--- src/rtl/systolic_operand_feeder.sv ---
// Feeds skewed rows of A and columns of B into an N x N systolic array, then
// waits for the array to report completion.
module systolic_operand_feeder #(
  parameter int unsigned N = 4,
  parameter int unsigned W = 16
) (
  input  logic                   clk,
  input  logic                   reset,
  input  logic                   wr_en,
  input  logic                   wr_sel,
  input  logic [$clog2(N*N)-1:0] wr_addr,
  input  logic [W-1:0]           wr_data,
  input  logic                   go,
  input  logic                   array_done,
  output logic [N*W-1:0]         row_operand,
  output logic [N*W-1:0]         col_operand,
  output logic                   pe_start,
  output logic                   pe_clear,
  output logic                   busy,
  output logic                   done
);

  localparam int unsigned KW = $clog2(2 * N);
  localparam logic [KW-1:0] KLast = KW'(2 * N - 2);

  typedef enum logic [2:0] {StIdle, StClear, StFeed, StDrain, StDone} state_e;

  state_e         state_q, state_d;
  logic [KW-1:0]  k_q, k_d;
  logic [W-1:0]   a_mem [N*N];
  logic [W-1:0]   b_mem [N*N];
  logic [N*W-1:0] row_d, col_d;
  logic           wr_ok;

  assign wr_ok = wr_en && (state_q == StIdle) && (32'(wr_addr) < N * N);

  always_comb begin
    state_d = state_q;
    k_d     = k_q;
    unique case (state_q)
      StIdle: begin
        if (go) begin
          state_d = StClear;
          k_d     = '0;
        end
      end
      StClear: begin
        state_d = StFeed;
        k_d     = '0;
      end
      StFeed: begin
        if (k_q == KLast) state_d = StDrain;
        else k_d = k_q + 1'b1;
      end
      StDrain: if (array_done) state_d = StDone;
      StDone:  state_d = StIdle;
      default: state_d = StIdle;
    endcase
  end

  // Outputs are computed from the next state so the registered lanes line up with the beat.
  always_comb begin
    int d;
    row_d = '0;
    col_d = '0;
    d     = 0;
    if (state_d == StFeed) begin
      for (int i = 0; i < int'(N); i++) begin
        d = int'(k_d) - i;
        if (d >= 0 && d < int'(N)) begin
          row_d[i*W +: W] = a_mem[i*int'(N) + d];
          col_d[i*W +: W] = b_mem[d*int'(N) + i];
        end
      end
    end
  end

  always_ff @(posedge clk or negedge reset) begin
    if (!reset) begin
      state_q     <= StIdle;
      k_q         <= '0;
      row_operand <= '0;
      col_operand <= '0;
      pe_start    <= 1'b0;
      pe_clear    <= 1'b0;
      busy        <= 1'b0;
      done        <= 1'b0;
    end else begin
      state_q     <= state_d;
      k_q         <= k_d;
      row_operand <= row_d;
      col_operand <= col_d;
      pe_start    <= (state_d == StFeed);
      pe_clear    <= (state_d == StClear);
      busy        <= (state_d != StIdle);
      done        <= (state_d == StDone);
    end
  end

  always_ff @(posedge clk or negedge reset) begin
    if (!reset) begin
      for (int i = 0; i < int'(N * N); i++) begin
        a_mem[i] <= '0;
        b_mem[i] <= '0;
      end
    end else if (wr_ok) begin
      if (wr_sel) b_mem[wr_addr] <= wr_data;
      else a_mem[wr_addr] <= wr_data;
    end
  end

endmodule
--- config.mk ---
export PLATFORM = sky130hd
export DESIGN_NAME = systolic_operand_feeder
export DESIGN_NICKNAME = d
export VERILOG_FILES = /design/src/rtl/systolic_operand_feeder.sv
export SDC_FILE = /design/constraint.sdc
export NUM_CORES = 1
export LEC_CHECK = 0
export CORE_MARGIN = 2
export CORE_UTILIZATION = 55
export DETAILED_ROUTE_END_ITERATION = 10
export DONT_BUFFER_PORTS = 1
export GPL_TIMING_DRIVEN = 1
export PLACE_DENSITY_LB_ADDON = 0.08
export SLEW_MARGIN = 30
export SYNTH_ARGS = -nofsm -noshare
export SYNTH_HDL_FRONTEND = slang
export SYNTH_SLANG_ARGS = --single-unit
--- constraint.sdc ---
create_clock -name clk -period 10.05 [get_ports clk]
set_input_delay 2.01 -clock clk [delete_from_list [all_inputs] [get_ports clk]]
set_output_delay 2.01 -clock clk [all_outputs]
set_load 0.05 [all_outputs]
==> impl_results.md, run 1 <==
* Outcome: complete, but fails checks
* Failing checks: max-slew violations
* Clk sink count at 650
* Drt wl/cell at 29.1 µm
* Top post-synthesis cells by count: 650 x dfrtp_1, 515 x mux2_2, 201 x mux4_2
* Clock network fraction of design power at 23.7%
* CTS tree: yes
* Cell family with most CP delay: simple AND/OR/NAND/NOR gates
* Synth-to-Final Area Change at 9.71%
* Synth top area cells: dfrtp_1 54%, mux2_2 19%, mux4_2 15%
* Setup violators final at 0
* Setup TNS at 0 ns
* Pleak at about 15 nW
* FP Rows at 85
* Worst r2r src: k_q[0]$_DFF_PN0_
* Peak VDD IR at 0.000332 V
* Resized cells post-CTS at 0
* Slew Viols, Final at 305
* Clock Path Buffers at 3
* Input/output buffers at 0
* Routed vias/inst at 6.57
* Synthesized cell area at 30100 µm²
* Storage cell area at 16300 µm²
* R2R Setup Slk at 4.65 ns
* Max stage delay on crit path at 0.72 ns
* CP max-delay cell: and2_1
* Post-synthesis average cell area at approximately 15 µm²
* Measured slew at the worst slew-check pin at roughly 1.8 ns
* Core area at roughly 54000 µm²
* CP max FO at 73
* Antenna violations before repair at 1
* Reg2reg path depth at 15
* Chip Height at ~240 µm
* Total gr overflow at 0
* Post-synth EDFFs at 0
* PwrDens at 345 nW/µm²
* Antenna viol nets, final at 0
* DRC Markers at 0
* Post-Syn Instances at 2003
* Share of cells above drive strength 1 at 45.6%
* Hold path start: b_mem[152]$_DFFE_PN0P_
* Synth async-reset ratio at 100%
* Crit-path cells: nor3_4 -> a2111oi_2 -> or2_4 -> inv_6 -> ha_1 -> inv_1 -> nand3_2 -> nand2_2 -> inv_2 -> ha_1 -> and2_1 -> a22oi_1 -> a21oi_1
* Synth Flop Type: dfrtp_1
* Hold Fails Final Rpt at 0
* Area after DPL at 30600 µm²
* Design area at 33100 µm²
* Startpoint types: primary input
* R2R Path End: row_operand[56]$_DFF_PN0_
* Worst path buffer plus inverter count at 3
* Final critical-path share of the clock period at 59.1%
* Combinational power share at 40.4%
* Count leader, synth: dfrtp_1
* Clk root buf: clkbuf_16
* Clk_skew at between 0.015 and 0.02 ns
* Clock slew at reported path FFs at 0.06 ns
* Hold path depth at 1
* Hold endpoint: b_mem[152]$_DFFE_PN0P_
* H-tree depth at 3
* Cts bufs inserted at 71
* Crit. End Element: flop
* Multi-input logic area at roughly 13000 µm²
* HPWL after DPL at 46800 µm
* Worst skew pair latency at 0.61 ns
* Sequential area share after synthesis at ~54%
* Reg power frac at 35.9%
* Fillcell total at 4052
* GP Congestion at a little over 0.8
* Synth top area share at between 50% and 60%
* Max cap viols at 0
* Leading area contributor after synthesis: dfrtp_1
* Internal cell power at 0.00677 W
* Count of hold buffers inserted by post-cts repair at 0
* Die area at 56700 µm²
* Dpl cells at ~2600
* Critical path class: primary input to flop
* Unrepaired setup endpoints after global routing: false
* DRT iter0 DRCs at 1413
* Detailed-route via count at 17700
* Data required time of the worst path at 10.55 ns
* Number of global-route vias before repair at 18400
* Largest net degree at the start of global routing at 651
* #FFs+latches synth at 650
* Fmax at roughly 170 MHz
* Drt total wl at 78100 µm
* Synth warn at 0
* First-pass GRT wire length at 120000 µm
* # IOs at 158
* Post-route minimum period at 5.94 ns
* Initial Util at around 56%
* Synth cell types at 55
* Total Routing Usage GR at 28.4%
* CP dominant cell by count: ha_1
* CP Data Arrival Time at about 6.4 ns
* NetSw at 0.00463 W
* Syn Nets at 2035
* Relative slew slack at -20.2%
* DRT Pass-1 Iters at 5
* Switching share of total power at 40.6%
* Non-Filler Instances at 2686
* Nets at between 1500 and 2000
* # Post-CTS Setup Buffers at 0
* Tightest Hold Check Type: flop to flop
* Die W at 238 µm
-- logic make-up after synthesis --
family / count (synthesis) / share of synthesized area (%)
muxes: 719 / 34.4
DFF: 650 / 54.0
and+or+nand+nor: 317 / 5.35
buffers and inverters: 186 / 3.03
AOI/OAI and AO/OA: 123 / 2.96
adders and majority gates: 6 / 0.249
xor gates and xnor gates: 2 / 0.0830
-- per-layer routing --
metal | wire length, µm | GRT usage [%] | vias to the layer above
li1 | - | - | 7319
met1 | 33600 | 40.3 | 9519
met2 | 36400 | 43.9 | 654
met3 | 5710 | 6.62 | 159
met4 | 2420 | 9.53 | 0
met5 | 0 | 0 | -
-- per-stage QoR --
step                      hold WS, ns  util, %  worst slack (ns)  power, W
after CTS                       0.502     61.1              4.19    0.0114
after global routing            0.504     61.2              3.81    0.0119
after floorplan                 0.474        -              4.79   0.00743
after detailed placement        0.488     56.6              3.57   0.00870
after global placement          0.482     56.4              3.79   0.00859
final                           0.500     61.2              4.11    0.0114
-- cell usage in the layout (no fill, tap or decap), types with 3 or more instances in the layout --
| master | netlist | final |
|---|---|---|
| a22oi_1 | 42 | 42 |
| clkbuf_16 | 0 | 74 |
| buf_16 | 0 | 5 |
| a211oi_1 | 6 | 6 |
| nand3_2 | 1 | 6 |
| mux2i_1 | 3 | 3 |
| a311oi_1 | 4 | 4 |
| nor3_1 | 5 | 5 |
| inv_1 | 7 | 6 |
| nor3_4 | 1 | 4 |
| ha_1 | 6 | 6 |
| nand2b_1 | 3 | 3 |
| o21ai_0 | 7 | 7 |
| nor2_2 | 1 | 8 |
| nand2_1 | 107 | 106 |
| and3_1 | 35 | 35 |
| a311o_1 | 3 | 3 |
| and2_1 | 3 | 3 |
| bufinv_16 | 0 | 5 |
| nand3_1 | 48 | 43 |
| clkbuf_8 | 0 | 21 |
| mux2_2 | 515 | 515 |
| clkbuf_1 | 99 | 13 |
| a32oi_1 | 13 | 13 |
| nor2_1 | 30 | 16 |
| mux4_2 | 201 | 201 |
| nor2b_1 | 71 | 71 |
| clkinv_2 | 0 | 13 |
| a21oi_1 | 27 | 27 |
| o211ai_1 | 5 | 5 |
| inv_6 | 1 | 4 |
| nor2_4 | 0 | 7 |
| buf_4 | 20 | 26 |
| a21o_1 | 3 | 3 |
| dfrtp_1 | 650 | 650 |
-- state kept, by name, summed over array words and instances, names as in the netlist --
signal / cells
busy: 1
done: 1
row_operand: 64
col_operand: 64
pe_clear: 1
state_q: 3
b_mem: 256
pe_start: 1
k_q: 3
a_mem: 256
-- power by group through the flow --
stage               Clock (W)  Combinational [W]  Sequential, W
CTS                   0.00275            0.00458        0.00409
detailed placement          0            0.00456        0.00414
global route          0.00287            0.00488        0.00417
finish                0.00270            0.00460        0.00410
floorplan                   0            0.00348        0.00395
global placement            0            0.00448        0.00411
-- cell type report --
cell class              instances  share of cell area (%)
diodes                          1                 0.00757
multi-input cells            1167                    39.6
clock buffers                 108                    6.62
clock inverters                22                   0.779
repair buffers                 32                    1.04
flip-flops and latches        650                    49.2
well taps                     696                    2.63
inverters                      10                   0.144
-- worst max path at each step --
stage,slack [ns],endpoint,depth (start not counted),startpoint
floorplan,4.79,row_operand[52]$_DFF_PN0_,17,go
global placement,3.79,row_operand[62]$_DFF_PN0_,14,go
detailed placement,3.57,row_operand[60]$_DFF_PN0_,13,go
CTS,4.19,row_operand[60]$_DFF_PN0_,13,go
global route,3.81,row_operand[57]$_DFF_PN0_,13,go
finish,4.11,row_operand[56]$_DFF_PN0_,13,go
Note: power is estimated with default switching activity, not from simulation.
==> run 2: changes to the inputs <==
==> constraint.sdc (replaced) <==
create_clock -name clk -period 5.1 [get_ports clk]
set_input_delay 1.02 -clock clk [delete_from_list [all_inputs] [get_ports clk]]
set_output_delay 1.02 -clock clk [all_outputs]
set_load 0.05 [all_outputs]
==> impl_results.md, run 2 (same netlist as run 1, synthesis figures left out) <==
* Outcome: complete, but fails checks
* Failing checks: max-slew violations
* Fmax at 241 MHz
* HPWL after DPL at approximately 45000 µm
* Post-route minimum period at 4.16 ns
* CP max FO at 14
* Combinational power share at 40.9%
* Cts bufs inserted at 70
* Startpoint types: flop
* Total Routing Usage GR at 28.2%
* Dpl cells at 2558
* # IOs at 158
* Core area at 54000 µm²
* GP Congestion at about 0.85
* Drt wl/cell at 28.7 µm
* Switching share of total power at 40.7%
* Data required time of the worst path at ~5.6 ns
* CTS tree: yes
* Clock slew at reported path FFs at 0.06 ns
* H-tree depth at 3
* Tightest Hold Check Type: primary input to async pin
* Die W at 238 µm
* PwrDens at 689 nW/µm²
* Top Registers: a_mem (256), b_mem (256)
* Fillcell total at 4051
* R2R Setup Slk at 0.94 ns
* Clock Path Buffers at 3
* Clk_skew at approximately 0.018 ns
* DRT Pass-1 Iters at 5
* Clk sink count at 650
* Internal cell power at 0.0135 W
* NetSw at 0.00925 W
* Count of hold buffers inserted by post-cts repair at 0
* R2R Path End: row_operand[50]$_DFF_PN0_
* Input/output buffers at 0
* Storage cell area at around 16000 µm²
* Resized cells post-CTS at 0
* Crit. End Element: flop
* Final critical-path share of the clock period at 81.5%
* Peak VDD IR at 0.00137 V
* Number of global-route vias before repair at between 15000 and 20000
* Measured slew at the worst slew-check pin at between 3 and 4 ns
* CP Data Arrival Time at 4.67 ns
* Slew Viols, Final at ~580
* Initial Util at 55.8%
* Non-Filler Instances at between 2000 and 3000
* Relative slew slack at -105%
* Nets at 1966
* First-pass GRT wire length at around 120000 µm
* Worst skew pair latency at 0.62 ns
* Chip Height at 238 µm
* Synth-to-Final Area Change at 9.60%
* Largest net degree at the start of global routing at 651
* DRC Markers at 0
* Reg power frac at 35.5%
* Unrepaired setup endpoints after global routing: false
* Setup TNS at 0 ns
* Share of cells above drive strength 1 at 45.4%
* Antenna viol nets, final at 0
* Routed vias/inst at 6.54
* Die area at 56700 µm²
* Clock network fraction of design power at 23.6%
* DRT iter0 DRCs at 1687
* Hold Fails Final Rpt at 0
* Critical path class: flop to flop
* Detailed-route via count at 17600
* Clk root buf: clkbuf_16
* Power, Total at 0.0227 W
* Multi-input logic area at 13100 µm²
* Total gr overflow at 0
* Reg2reg path depth at 15
* Most frequent cells in the layout: 650 x dfrtp_1, 515 x mux2_2, 201 x mux4_2, 106 x nand2_1
* Worst r2r src: k_q[0]$_DFF_PN0_
* FP Rows at 85
* # Post-CTS Setup Buffers at 0
* Antenna violations before repair at 0
* Max cap viols at 0
* Drt total wl at 77000 µm
* Commonest non-fill, non-tap cell in the layout: dfrtp_1
* Setup violators final at 0
* Pleak at approximately 15 nW
## run 2: layout make-up
| cell class | count | area share [%] |
|---|---|---|
| Clock inverter | 21 | 0.992 |
| Sequential cell | 650 | 49.2 |
| Inverter | 10 | 0.144 |
| Tap cell | 696 | 2.64 |
| Clock buffer | 107 | 6.48 |
| Antenna cell | 3 | 0.0227 |
| Timing Repair Buffer | 35 | 0.909 |
| Multi-Input combinational cell | 1167 | 39.6 |
## run 2: through the flow
stage	worst slack (ns)	hold slack [ns]	util [%]	cell area, µm²
6_report	0.945	0.113	61.1	33000
5_1_grt	0.727	0.0773	61.1	33000
4_1_cts	1.03	0.0822	61.1	33000
3_5_place_dp	0.840	0.487	56.6	30600
3_3_place_gp	0.976	0.482	56.5	30500
2_1_floorplan	0.834	0.474	-	30100
## run 2: per-layer routing
layer | global-route usage (%) | up-vias | wire [µm]
met3 | 6.52 | 126 | 5680
met2 | 43.6 | 611 | 36100
met5 | 0 | - | 0
met4 | 8.05 | 0 | 1860
met1 | 40.5 | 9505 | 33400
li1 | - | 7344 | -
## run 2: how the worst max path moves through the flow
| stage | end | depth (start not counted) | start | slack (ns) |
|---|---|---|---|---|
| global route | row_operand[50]$_DFF_PN0_ | 15 | k_q[0]$_DFF_PN0_ | 0.73 |
| finish | row_operand[50]$_DFF_PN0_ | 15 | k_q[0]$_DFF_PN0_ | 0.94 |
| global placement | row_operand[57]$_DFF_PN0_ | 13 | go | 0.98 |
| CTS | row_operand[50]$_DFF_PN0_ | 15 | k_q[0]$_DFF_PN0_ | 1.03 |
| detailed placement | row_operand[60]$_DFF_PN0_ | 13 | go | 0.84 |
| floorplan | row_operand[52]$_DFF_PN0_ | 17 | go | 0.83 |
## run 2: power by group through the flow
stage | Combinational, W | Clock, W | Sequential, W
3_3_place_gp | 0.00912 | 0 | 0.00811
3_5_place_dp | 0.00923 | 0 | 0.00816
6_report | 0.00931 | 0.00537 | 0.00807
4_1_cts | 0.00927 | 0.00546 | 0.00807
2_1_floorplan | 0.00685 | 0 | 0.00778
5_1_grt | 0.00984 | 0.00568 | 0.00822
## run 2: worst max-delay path, cell delays in order, from the launching register on
cell and delay [ns]:
dfrtp_1 0.36, inv_1 0.08, ha_1 0.24, a21o_1 0.18, a2111oi_2 0.40, or2_4 0.24
inv_6 0.04, ha_1 0.28, inv_1 0.20, nand3_2 0.17, nand2_2 0.14, inv_2 0.16
ha_1 0.48, and2_1 0.72, a22oi_1 0.15, a21oi_1 0.20
